**config.mk**
```make
export PLATFORM = sky130hd
export DESIGN_NAME = rptr_empty_ctrl
export DESIGN_NICKNAME = d
export VERILOG_FILES = /design/src/rtl/rptr_empty_ctrl.sv
export SDC_FILE = /design/constraint.sdc
export NUM_CORES = 1
export LEC_CHECK = 0
export CAP_MARGIN = 20
export CELL_PAD_IN_SITES_DETAIL_PLACEMENT = 1
export CELL_PAD_IN_SITES_GLOBAL_PLACEMENT = 1
export CORE_ASPECT_RATIO = 0.7
export CORE_MARGIN = 8
export CORE_UTILIZATION = 35
export DETAILED_ROUTE_END_ITERATION = 6
export PLACE_DENSITY = 0.79
export SYNTH_ARGS = -nofsm -noshare
export SYNTH_HDL_FRONTEND = slang
export SYNTH_SLANG_ARGS = --single-unit
```
**constraint.sdc**
```tcl
create_clock -name i_rclk -period 3.2 [get_ports i_rclk]
set_clock_uncertainty 0.05 [all_clocks]
set_input_delay 0.64 -clock i_rclk [delete_from_list [all_inputs] [get_ports i_rclk]]
set_output_delay 0.64 -clock i_rclk [all_outputs]
set_load 0.005 [all_outputs]
```
**src/rtl/rptr_empty_ctrl.sv**
```systemverilog
// rptr_empty_ctrl
//   Read-side pointer and status logic for an asynchronous FIFO. It keeps a
//   binary read pointer and a Gray-coded copy of it for crossing into the
//   write domain. It derives empty, almost-empty and fill level from a write
//   pointer that has already been synchronised into this domain. It also
//   keeps a sticky underflow flag.
//
//   Ports
//     i_rclk           read-domain clock, all state updates on rising edge
//     i_rrst_n         synchronous active-low reset
//     i_wptr_sync      Gray-coded write pointer, already in i_rclk domain
//     i_r_en           read request
//     i_clr_err        clears the sticky underflow flag
//     o_raddr          RAM read address (low bits of binary read pointer)
//     o_rptr           registered Gray-coded read pointer
//     o_rempty_flag    registered FIFO empty
//     o_ralmost_empty  registered, fill level <= AEMPTY_TH
//     o_rlevel         registered fill level, 0..2^ADDRSIZE
//     o_runderflow     sticky, a read was attempted while empty
module rptr_empty_ctrl #(
  parameter int unsigned ADDRSIZE  = 4,
  parameter int unsigned AEMPTY_TH = 2
) (
  input  logic                i_rclk,
  input  logic                i_rrst_n,
  input  logic [ADDRSIZE:0]   i_wptr_sync,
  input  logic                i_r_en,
  input  logic                i_clr_err,
  output logic [ADDRSIZE-1:0] o_raddr,
  output logic [ADDRSIZE:0]   o_rptr,
  output logic                o_rempty_flag,
  output logic                o_ralmost_empty,
  output logic [ADDRSIZE:0]   o_rlevel,
  output logic                o_runderflow
);

  localparam logic [ADDRSIZE:0] AEMPTY_TH_W = AEMPTY_TH[ADDRSIZE:0];

  logic [ADDRSIZE:0] rbin_q, rbin_d;
  logic [ADDRSIZE:0] rptr_q, rptr_d;
  logic              rempty_q, rempty_d;
  logic              raempty_q, raempty_d;
  logic [ADDRSIZE:0] rlevel_q, rlevel_d;
  logic              runderflow_q, runderflow_d;

  logic              rd_accept;
  logic [ADDRSIZE:0] wbin_sync;

  always_comb begin
    rd_accept = i_r_en & ~rempty_q;
    rbin_d    = rbin_q + {{ADDRSIZE{1'b0}}, rd_accept};
    rptr_d    = (rbin_d >> 1) ^ rbin_d;

    // Gray to binary: each bit is the XOR of itself and all higher Gray bits.
    wbin_sync           = '0;
    wbin_sync[ADDRSIZE] = i_wptr_sync[ADDRSIZE];
    for (int unsigned k = 0; k < ADDRSIZE; k++) begin
      wbin_sync[ADDRSIZE-1-k] = wbin_sync[ADDRSIZE-k] ^ i_wptr_sync[ADDRSIZE-1-k];
    end

    rempty_d  = (rptr_d == i_wptr_sync);
    rlevel_d  = wbin_sync - rbin_d;
    raempty_d = (rlevel_d <= AEMPTY_TH_W);

    // Set takes priority over clear.
    runderflow_d = (i_r_en & rempty_q) | (runderflow_q & ~i_clr_err);
  end

  always_ff @(posedge i_rclk) begin
    if (!i_rrst_n) begin
      rbin_q       <= '0;
      rptr_q       <= '0;
      rempty_q     <= 1'b1;
      raempty_q    <= 1'b1;
      rlevel_q     <= '0;
      runderflow_q <= 1'b0;
    end else begin
      rbin_q       <= rbin_d;
      rptr_q       <= rptr_d;
      rempty_q     <= rempty_d;
      raempty_q    <= raempty_d;
      rlevel_q     <= rlevel_d;
      runderflow_q <= runderflow_d;
    end
  end

  assign o_raddr         = rbin_q[ADDRSIZE-1:0];
  assign o_rptr          = rptr_q;
  assign o_rempty_flag   = rempty_q;
  assign o_ralmost_empty = raempty_q;
  assign o_rlevel        = rlevel_q;
  assign o_runderflow    = runderflow_q;

endmodule

```
# ---- Yosys cells after proc, flatten, opt, wreduce, memory -nomap -nowiden
# Index checks and enable logic that the tools add are counted.
dict set report op_classes {
  n_addsub 2
  order_cmp 1
  n_eq_ne 1
  bitwise_logic 11
}
# operator n
set op_table {}
lappend op_table {{$add 5x1->5} 1}
lappend op_table {{$eq 5x5->1} 1}
lappend op_table {{$le 5x2->1 const B} 1}
lappend op_table {{$sub 5x5->5} 1}
lappend op_table {{$xor 4x5->5} 1}
lappend op_table {{$xor 1x1->1} 4}
lappend op_table {{$and 1x1->1} 3}
lappend op_table {{$not 1->1} 2}
lappend op_table {{$or 1x1->1} 1}
dict set report totals {
  regBits 18
  inputBits 9
  output_inout_bits 17
  word_cells 21
}

# ---- Logic depth before layout (Yosys ltp)
dict set report depth {
  ltp_word 6
  ltp_mapped 10
  mapped_depth_nobuf 10
}

# ---- Worst setup path before layout
# Ideal clock, no wire load.
dict set report synth_path {
  path_type {in2reg}
  startpoint {input i_wptr_sync[4]}
  endpoint {register raempty_q, in the netlist o_ralmost_empty}
  setup_time_ps 103
  arrival_time_ps 2727
  required_ps 3047
  slack_ps 319
  path_stages 9
  n_path_buf 0
  path_cell_list {xor3_2 > xor2_1 > xnor2_1 > ha_1 > inv_1 > fa_1 > a31oi_1 > xor2_1 > a2111oi_2}
}
dict set report synth_via {
  elab_chain_cells 6
}
# item line_no
set synth_lines {}
lappend synth_lines {{from (decl)} 26} ;# input logic [ADDRSIZE:0] i_wptr_sync,
lappend synth_lines {{$xor 1x1->1 (4 in a row)} 58} ;# wbin_sync[ADDRSIZE-1-k] = wbin_sync[ADDRSIZE-k] ^ i_wptr_sync[ADDRSIZE-1-k];
lappend synth_lines {{$sub 5x5->5 *} 62} ;# rlevel_d = wbin_sync - rbin_d;
lappend synth_lines {{$le 5x2->1 *} 63} ;# raempty_d = (rlevel_d <= AEMPTY_TH_W);
lappend synth_lines {{to (signal assigned)} 81} ;# raempty_q <= raempty_d;
lappend synth_lines {{to (decl)} 42} ;# logic raempty_q, raempty_d;
# Every way passes the cells marked *; elsewhere a longest branch is shown, timed or not.
# A chain may end at the register's enable or synchronous reset.

# ---- Worst setup path after layout
dict set report layout_path {
  startpoint {input i_wptr_sync[3]}
  endpoint {register raempty_q, in the netlist o_ralmost_empty}
}
dict set report layout_via {
  elab_chain_cells 6
}
# item line_no
set layout_lines {}
lappend layout_lines {{$xor 1x1->1 *} 58}
lappend layout_lines {{$xor 1x1->1 (3 in a row)} 58}
lappend layout_lines {{$sub 5x5->5 *} 62}
lappend layout_lines {{$le 5x2->1 *} 63}
# Marked as above.

==> results.toml <==
[outcome]
status = "finished clean"

[synth]
synth_top_area_share_pct = 36.17
synthFlopType = "dfxtp_1"
synth-seq-cells = 17
netlist.top_cell.by_area = "dfxtp_1"
synth_warnings = 0
synth-seq-area-share_pct = 36.17
syn_nets = 107
synth_area_um2 = 940.9
synth_area_leaders = "dfxtp_1 36%, xor2_1 10%, ha_1 8.0%"
synth.most_common_cell = "dfxtp_1"
synth.distinct_cells = 31
synthArstFlopShare_pct = 0
netlist_top_cells_count = "17 x dfxtp_1, 11 x xor2_1, 9 x nor2_1"
synth-edff-count = 0
syn_inst = 91
avgSynthCellArea_um2 = 10.34

[sta]
tightest_slew_ns = 0.4768
fmax_mhz = 326.0
setup_violations = 0
drv_slew = 0
fin_ws_ns = 0.1327
slew_headroom_pct = 67.98
tns_ns = 0
final-hold-violation-count = 0
period_needed_ns = 3.067
period_share_pct = 95.85
hold_ws_ns = 0.4169

[drt]
finalWirelength_mm = 2.666
drc = 0
drt_iter0_drc = 33
vias = 772
ant_nets = 0
drt_pass1_iterations = 4
wire_per_inst_um = 16.06
via_per_inst = 4.651

[finish]
antenna_cells = 0
ff_latch_area_um2 = 340.3
drive_gt1_share_pct = 22.73
area_growth_pct = 50.53
fillers = 293
nets = 149
fin_area_mm2 = 0.001416
multi_input_area_um2 = 619.3

[grt]
grt-ovfl-total = 0
grt_max_degree = 11
grt_pass1_vias = 863
grt_use_total_pct = 11.37
grt_pass1_wl_mm = 4.181
grt_antenna_before_repair = 0

[worst_setup_path]
arrival_ns = 3.17
crit_path_end_kind = "flop"
crit_type = "input port to flop"
startpoint_type = "input port"
critPathMaxFanout = 2
required_ns = 3.30

[clock_network]
clk-insertion-delay-late_ns = 0.25
cts_tree = "done"
htreeDepth = 1
holdBufCountCts = 0
clock-sinks = 17
ctsRootBufferMaster = "clkbuf_8"
cts_buffers = 3
cts_buffer_depth = 2
path_clk_slew_ns = 0.07

[floorplan]
fp.dieW_um = 77.97
core_mm2 = 0.002515
die_y_um = 59.38
rows = 15
dieArea_mm2 = 0.004630
boundaryPins = 26
initial_utilization_pct = 37.41

[power]
powerDensity_mw_per_mm2 = 437.8
p_leak_nw = 0.5868
p_total_mw = 0.6201
max-vdd-ir-drop_v = 0.0002390

[placed_design]
hpwl_mm = 1.942
port_buffers = 25
placed_area_mm2 = 0.001304
gp_congestion = 0.7373
place_ws_ns = -0.2563

[flow_run]
max_cap_viol_count = 0

[worst_hold_path]
hold_path.class = "flop to flop"
==> through the flow <==
stage                     utilization [%]  cells
after global routing                56.32    166
after floorplan                         -     91
after detailed placement            51.84    161
after global placement              51.84    161
after CTS                           53.93    165
final                               56.32    166
==> final timing paths <==
path	startpoint	to	slack (ns)	depth (start not counted)
setup / recovery	i_wptr_sync[3]	o_ralmost_empty	0.13	10
hold / removal	o_runderflow	o_runderflow	0.42	2
setup reg to reg	o_rempty_flag	o_ralmost_empty	0.79	10
hold reg to reg	o_runderflow	o_runderflow	0.42	2
==> report_power, final <==
group	internal, mW	total, mW	switching (mW)
registers	0.233	0.242	0.00894
logic	0.123	0.216	0.0930
clock network	0.0884	0.162	0.0737
total	0.444	0.620	0.176
==> registers in the layout, indices dropped and copies added (netlist names) <==
register	flops
o_rempty_flag	1
o_ralmost_empty	1
o_rptr	4
o_runderflow	1
o_rlevel	5
rbin_q	5
==> cells by family after synthesis <==
logic type / after synthesis / share of synthesized area (%)
adder cells (fa/ha/maj): 7 / 10.11
buffers and inverters: 6 / 4.122
multiplexers: 1 / 1.064
XOR/XNOR: 22 / 24.47
AND/OR/NAND/NOR: 26 / 14.76
AO/OA/AOI/OAI: 12 / 9.309
flip-flops: 17 / 36.17
==> cells in the final DEF, fill, tap and decap left out, types with 2 or more instances in the layout <==
cell type and count:
clkdlybuf4s50_1 24, dfxtp_1 17, buf_4 13, nor2_1 9, xor2_1 8, and2_1 8, xnor2_1 7, a21oi_1 4
ha_1 4, inv_1 3, xor2_2 3, clkbuf_8 3, xnor2_2 2, nor2b_1 2, nand3_1 2, ha_2 2
==> worst max-delay path, cell delays in order <==
cell	delay (ns)
clkdlybuf4s50_1	0.50
xor3_2	0.39
xor2_2	0.18
xnor2_1	0.19
ha_2	0.21
inv_1	0.06
fa_2	0.40
a31oi_4	0.19
xor2_2	0.10
a2111oi_2	0.31
==> final cells by class <==
class                   count  area share, %
repair buffers             38          24.73
flip-flops and latches     17          24.03
multi-input cells          68          43.73
inverters                   5          1.325
clock buffers               4          3.180
well taps                  34          3.004
==> timing repair <==
| item | 4_1_cts | 5_1_grt |
|---|---|---|
| pin swaps | 0 | 5 |
| resized for setup | 1 | 11 |
| setup endpoints to repair | 1 | 3 |
| setup buffers | 0 | 1 |
| endpoints found under the hold margin | 0 | 0 |
==> layer usage <==
metal / routed length, um / global-route usage [%] / vias up
li1: - / - / 381
met1: 1141 / 12.62 / 375
met2: 1397 / 20.76 / 16
met3: 126 / 4.242 / 0
met4: 0 / 1.575 / 0
met5: 0 / 0 / -
Note: power is estimated with default switching activity, not from simulation.
